`src/rtl/spi_ram_burst.sv`:
```
// spi_ram_burst: command-driven RAM behind an SPI-style byte stream.
// The rx_data word carries a 2-bit command and a payload. Addresses are loaded with
// WRITE_ADD and READ_ADD. WRITE_DATA stores a word. READ_DATA returns one word on a
// valid/ready tx port with a latency of one cycle.
// Optional feature: define SPI_RAM_AUTO_INC_EN to enable address auto-increment.
// With it, addr_wr advances after each WRITE_DATA and addr_rd after each accepted READ_DATA.
module spi_ram_burst #(
   parameter int DATA_W = 8,
   parameter int ADDR_W = 8
) (
   input  logic              clk,
   input  logic              rst_n,
   input  logic [DATA_W+1:0] rx_data,
   input  logic              rx_valid,
   input  logic              tx_ready,
   output logic [DATA_W-1:0] tx_data,
   output logic              tx_valid,
   output logic              err_overrun
);

   localparam int DEPTH = 1 << ADDR_W;

   typedef enum logic [1:0] {
      CMD_WRITE_ADD  = 2'b00,
      CMD_WRITE_DATA = 2'b01,
      CMD_READ_ADD   = 2'b10,
      CMD_READ_DATA  = 2'b11
   } cmd_e;

   cmd_e              cmd;
   logic [DATA_W-1:0] payload;
   logic [ADDR_W-1:0] payload_addr;

   logic [DATA_W-1:0] mem [DEPTH];
   logic [ADDR_W-1:0] addr_wr;
   logic [ADDR_W-1:0] addr_rd;
   logic [ADDR_W-1:0] addr_wr_next;
   logic [ADDR_W-1:0] addr_rd_next;

   logic wr_add_en;
   logic wr_data_en;
   logic rd_add_en;
   logic rd_req;
   logic xfer;
   logic rd_vld_p0;
   logic rd_drop;

   assign cmd          = cmd_e'(rx_data[DATA_W+1:DATA_W]);
   assign payload      = rx_data[DATA_W-1:0];
   assign payload_addr = payload[ADDR_W-1:0];

`ifdef SPI_RAM_AUTO_INC_EN
   localparam logic [ADDR_W-1:0] ADDR_ONE = 1;
   assign addr_wr_next = addr_wr + ADDR_ONE;
   assign addr_rd_next = addr_rd + ADDR_ONE;
`else
   assign addr_wr_next = addr_wr;
   assign addr_rd_next = addr_rd;
`endif

   // Command decode. A read is taken when the output slot is empty or is being drained this cycle.
   // Otherwise the read is dropped.
   always_comb begin
      wr_add_en  = 1'b0;
      wr_data_en = 1'b0;
      rd_add_en  = 1'b0;
      rd_req     = 1'b0;
      if (rx_valid) begin
         case (cmd)
            CMD_WRITE_ADD:  wr_add_en  = 1'b1;
            CMD_WRITE_DATA: wr_data_en = 1'b1;
            CMD_READ_ADD:   rd_add_en  = 1'b1;
            CMD_READ_DATA:  rd_req     = 1'b1;
            default:        rd_req     = 1'b0;
         endcase
      end
      xfer      = tx_valid & tx_ready;
      rd_vld_p0 = rd_req & (~tx_valid | tx_ready);
      rd_drop   = rd_req & tx_valid & ~tx_ready;
   end

   // Memory write port. The array is never reset, but no write is performed during reset.
   always_ff @(posedge clk) begin
      if (rst_n && wr_data_en) begin
         mem[addr_wr] <= payload;
      end
   end

   // Address registers, the tx output stage and the sticky overrun flag. Reset takes priority.
   always_ff @(posedge clk) begin
      if (!rst_n) begin
         addr_wr     <= '0;
         addr_rd     <= '0;
         tx_data     <= '0;
         tx_valid    <= 1'b0;
         err_overrun <= 1'b0;
      end else begin
         if (wr_add_en) begin
            addr_wr <= payload_addr;
         end else if (wr_data_en) begin
            addr_wr <= addr_wr_next;
         end

         if (rd_add_en) begin
            addr_rd <= payload_addr;
         end else if (rd_vld_p0) begin
            addr_rd <= addr_rd_next;
         end

         // ---- stage p1: registered read data ----
         if (rd_vld_p0) begin
            tx_data  <= mem[addr_rd];
            tx_valid <= 1'b1;
         end else if (xfer) begin
            tx_valid <= 1'b0;
         end

         if (rd_drop) begin
            err_overrun <= 1'b1;
         end
      end
   end

endmodule

```
`config.mk`:
```
export PLATFORM = sky130hd
export DESIGN_NAME = spi_ram_burst
export DESIGN_NICKNAME = d
export VERILOG_FILES = /design/src/rtl/spi_ram_burst.sv
export SDC_FILE = /design/constraint.sdc
export NUM_CORES = 2
export LEC_CHECK = 0
export ABC_AREA = 1
export CAP_MARGIN = 30
export CORE_ASPECT_RATIO = 1.25
export CORE_MARGIN = 1
export CORE_UTILIZATION = 30
export CTS_BUF_LIST = sky130_fd_sc_hd__clkbuf_16
export DETAILED_ROUTE_END_ITERATION = 8
export GPL_TIMING_DRIVEN = 1
export SYNTH_ARGS = -nofsm -noshare
export SYNTH_HDL_FRONTEND = slang
export SYNTH_SLANG_ARGS = --single-unit
```
`constraint.sdc`:
```
create_clock -name clk -period 4.1 [get_ports clk]
set_input_delay 0.41 -clock clk [delete_from_list [all_inputs] [get_ports clk]]
set_output_delay 0.41 -clock clk [all_outputs]
set_load 0.1 [all_outputs]
```
### Word-level counts from Yosys, hierarchy flattened

Memory sizes are Yosys's and may differ from the RTL's. A register that Yosys moved wholly into a read port is not among the register bits.
Index checks and enable logic that the tools add are counted.

| storage, ports and cells | value |
|---|---|
| register bits after elaboration | 18 |
| bits in latches | 0 |
| bits in writable memories | 2048 |
| ROM bits | 0 |
| input port bits | 14 |
| output and inout port bits | 10 |
| word-level logic and storage cells | 31 |
| memories kept | 1 |

| operators by class | value |
|---|---|
| $add $sub $neg | 0 |
| $mul | 0 |
| div/mod/pow operators | 0 |
| order comparisons | 0 |
| equality and inequality tests | 3 |
| shift operators | 0 |
| multiplexer cells | 12 |
| bitwise gates (word level) | 7 |
| reductions and logical operators | 4 |

Memory list:

| memory | words | width | read ports | clocked after Yosys merged registers in | wr ports | RTL line | source |
|---|---|---|---|---|---|---|---|
| mem | 256 | 8 | 1 | 1 | 1 | 34 | `logic [DATA_W-1:0] mem [DEPTH];` |

Operators by type and width:

| operator | number |
|---|---|
| $mux W1 | 12 |
| $and A1 B1 Y1 | 4 |
| $eq A2 B2 Y1 const B | 2 |
| $eq A2 B1 Y1 const B | 1 |
| $logic_not A2 Y1 | 1 |
| $not A1 Y1 | 2 |
| $reduce_bool A2 Y1 | 1 |
| $logic_and A1 B1 Y1 | 1 |
| $logic_not A1 Y1 | 1 |
| $or A1 B1 Y1 | 1 |

### Longest topological paths before layout

| depth | value |
|---|---|
| depth in word-level cells | 6 |
| depth in mapped cells | 17 |
| gate-level depth less buffers | 13 |

### Worst setup path after synthesis

No wires, ideal clock.

| timing path | value |
|---|---|
| path kind | in2reg |
| from | input port rx_data[8] |
| to | memory mem[104][0], enable pin |
| library setup time | 370 ps |
| data arrival time | 1844 ps |
| required time | 3730 ps |
| setup slack | 1886 ps |
| stages on the path | 6 |
| buffers on the path | 2 |
| path through | inv_1 > nor4_4 > buf_2 > nand2_1 > clkbuf_1 > nor2_1 |

| on the way | value |
|---|---|
| word-level cells in the longest chain between the ends | 6 |

Ends and longest elaborated chain:

| what | RTL line | source |
|---|---|---|
| from (decl) | 13 | `input logic [DATA_W+1:0] rx_data,` |
| $eq A2 B1 Y1 | 69 | `case (cmd)` |
| $mux W1 | 69 |  |
| $mux W1 | 68 | `if (rx_valid) begin` |
| $logic_and A1 B1 Y1 | 84 | `if (rst_n && wr_data_en) begin` |
| $mux W1 | 84 |  |
| $mux W1 (not written as such) | 85 | `mem[addr_wr] <= payload;` |
| to (decl) | 34 |  |

Every way passes these cells.

==> run metrics <==
TritonCTS Buffers about 190; register clock-pin slew on the reported worst setup and hold paths roughly 70 ps; dpl cells ~11000; initial core utilization 0.3027; register area about 0.062 sq mm; critical path required time roughly 4800 ps; top cell type's share of synthesized area 0.7313; clock sinks 2074; Fillers roughly 27000; CP endpoint kind register; commonest cells after routing, fill and taps aside 2121 x nand2_1, 2048 x edfxtp_1, 2026 x nand3_1; cts repair resizes 0; status finished, final reports clean; max-slew violations 0; Synth area leader edfxtp_1; Final GP Congestion slightly below 0.9; 1st-iter DRT viols around 5700; synthesis-stage register bit count about 2100; CTS HTree Levels 4; Yosys warnings 0; final setup vio count 0; total grt overflow 0; critical path's most frequent cell nand3_1; Avg Cell Area, Syn between 10 and 15 sq um; Slowest-stage cell, CP dfxtp_4; Area contributors post-synth edfxtp_1 73%, nand3_1 12%, nand2_1 9.5%; first drt pass iteration count 6; Final Util 0.3419; Via density 5.002; worst-case clock buffer depth 4; hold_buf cts 0; worst path cell trace inv_8, buf_12, buf_12, nand3_1, nand3_1, nand3_1, nand3_1, nand3_1, nand3_1, nand2_1, nand2_1, nand3_1, nand2_1, inv_1; min-delay worst type input port to register; register area share after synthesis 0.7375; total track usage 0.1606; first-pass GRT wire length about 340000 um; Slowest Stage Delay on Critical Path about 490 ps; Hold Vio Cnt, Final 0; CTS tree yes; FP Rows around 220; final net count ~7100; leak pwr around 32 nW; clk_lat worst skew 840 ps; part of the cycle the worst path needs 0.8735; PwrDens ~460 mW/mm^2; TNS Setup 0 ps; Die H approximately 590 um; min Tclk post-route about 3600 ps; WL/cell approximately 21 um; WP data arrival roughly 4300 ps; WL final 232800 um; Syn-to-layout area delta 12.96%; initial antenna violation count 3; Final Non-Filler Cells roughly 11000; Setup Skew ~57 ps; die area roughly 0.28 sq mm; DP Area between 0.08 and 0.09 sq mm; RSZ-0062 raised after global routing false; largest net degree at the start of global routing around 180; CP top delay family simple AND/OR/NAND/NOR gates; vias in the first global route roughly 53000; highest clock rate around 0.28 GHz; final antenna-violating net count 0; Place WS 539.1 ps; Synth Instances 7111; CTS root buf clkbuf_16; number of max-cap violations 0; Final Instance Area about 0.095 sq mm; CP Launch Type register; Post-CTS Setup Bufs 0; commonest non-fill, non-tap cell in the layout nand2_1; post-DP HPWL approximately 130000 um; synth unique cells 18; Multi-input gate area 0.01947 sq mm; WP buf/inv 4; core area approximately 0.28 sq mm; I/O pins 24; share of cells above drive strength 1 0.06984; crit-path max FO 77; Least-Margin Pin Slew around 1100 ps; Post-Syn Nets 7125; synthesized area 0.08409 sq mm; relative max-transition margin 0.2821; die width roughly 480 um; CP Class register to register; VDD IR max 0.0003119 V; Setup WS post-layout just over 500 ps; PortBufs 23; routed vias 54500; DRC violations left 0
[layer usage]
metal | up-vias | track usage | part of all wire | wire [um]
met5 | - | 0 | 0 | 0
met4 | 0 | 0.07828 | 0.051 | 11980
met3 | 448 | 0.01853 | 0.062 | 14510
met2 | 2017 | 0.2783 | 0.50 | 117400
met1 | 26990 | 0.1970 | 0.38 | 88910
li1 | 25050 | - | - | -
[Yosys cell counts]
cell and n:
nand2_1 2125, edfxtp_1 2048, nand3_1 2026, nor2_1 306
buf_2 288, clkbuf_1 120, inv_1 52, buf_4 43
buf_1 31, dfxtp_1 26, a21oi_1 17, o21ai_0 16
buf_6 6, clkinv_1 3, inv_2 1, inv_4 1
nor3_1 1, nor4_4 1
[sequential cells by signal, indices dropped and copies added (netlist names)]
| signal | cells |
|---|---|
| addr_wr | 8 |
| tx_data | 8 |
| addr_rd | 8 |
| mem | 2048 |
| err_overrun | 1 |
| tx_valid | 1 |
[power breakdown]
part	leakage (nW)	switching (mW)	internal, mW
combinational	10.5	2.00	0.634
sequential	18.6	0.0402	23.3
clock	3.08	7.65	9.98
total	32.2	9.69	33.9
[cell type report]
type / instances / area share
tap: 3706 / 0.04882
clock inverter: 139 / 0.01416
clock buffer: 187 / 0.04926
multi-input combinational: 4492 / 0.2049
antenna: 2 / 0.00005269
inverter: 57 / 0.002608
timing repair buffer: 239 / 0.02706
sequential: 2074 / 0.6531
[kinds of logic after synthesis]
group,synth area share
AND/OR/NAND/NOR,0.2294
flip-flops,0.7375
buffers and inverters,0.03110
AO/OA/AOI/OAI,0.001964
[path summary, 6_finish.rpt]
check               from           to  slack [ps]  cells past startpoint
min reg2reg  err_overrun  err_overrun         470                      2
min           rx_data[6]   mem[75][6]          30                      1
max reg2reg   addr_rd[1]   tx_data[5]         520                     14
max           addr_rd[1]   tx_data[5]         520                     14
[stage by stage]
step / hold WS [ps] / power (mW)
floorplan: 470.8 / 25.20
detailed placement: 468.3 / 26.41
global route: 33.45 / 44.69
CTS: 23.40 / 43.79
global placement: 456.6 / 26.39
finish: 33.65 / 43.59
Note: power is estimated with default switching activity, not from simulation.
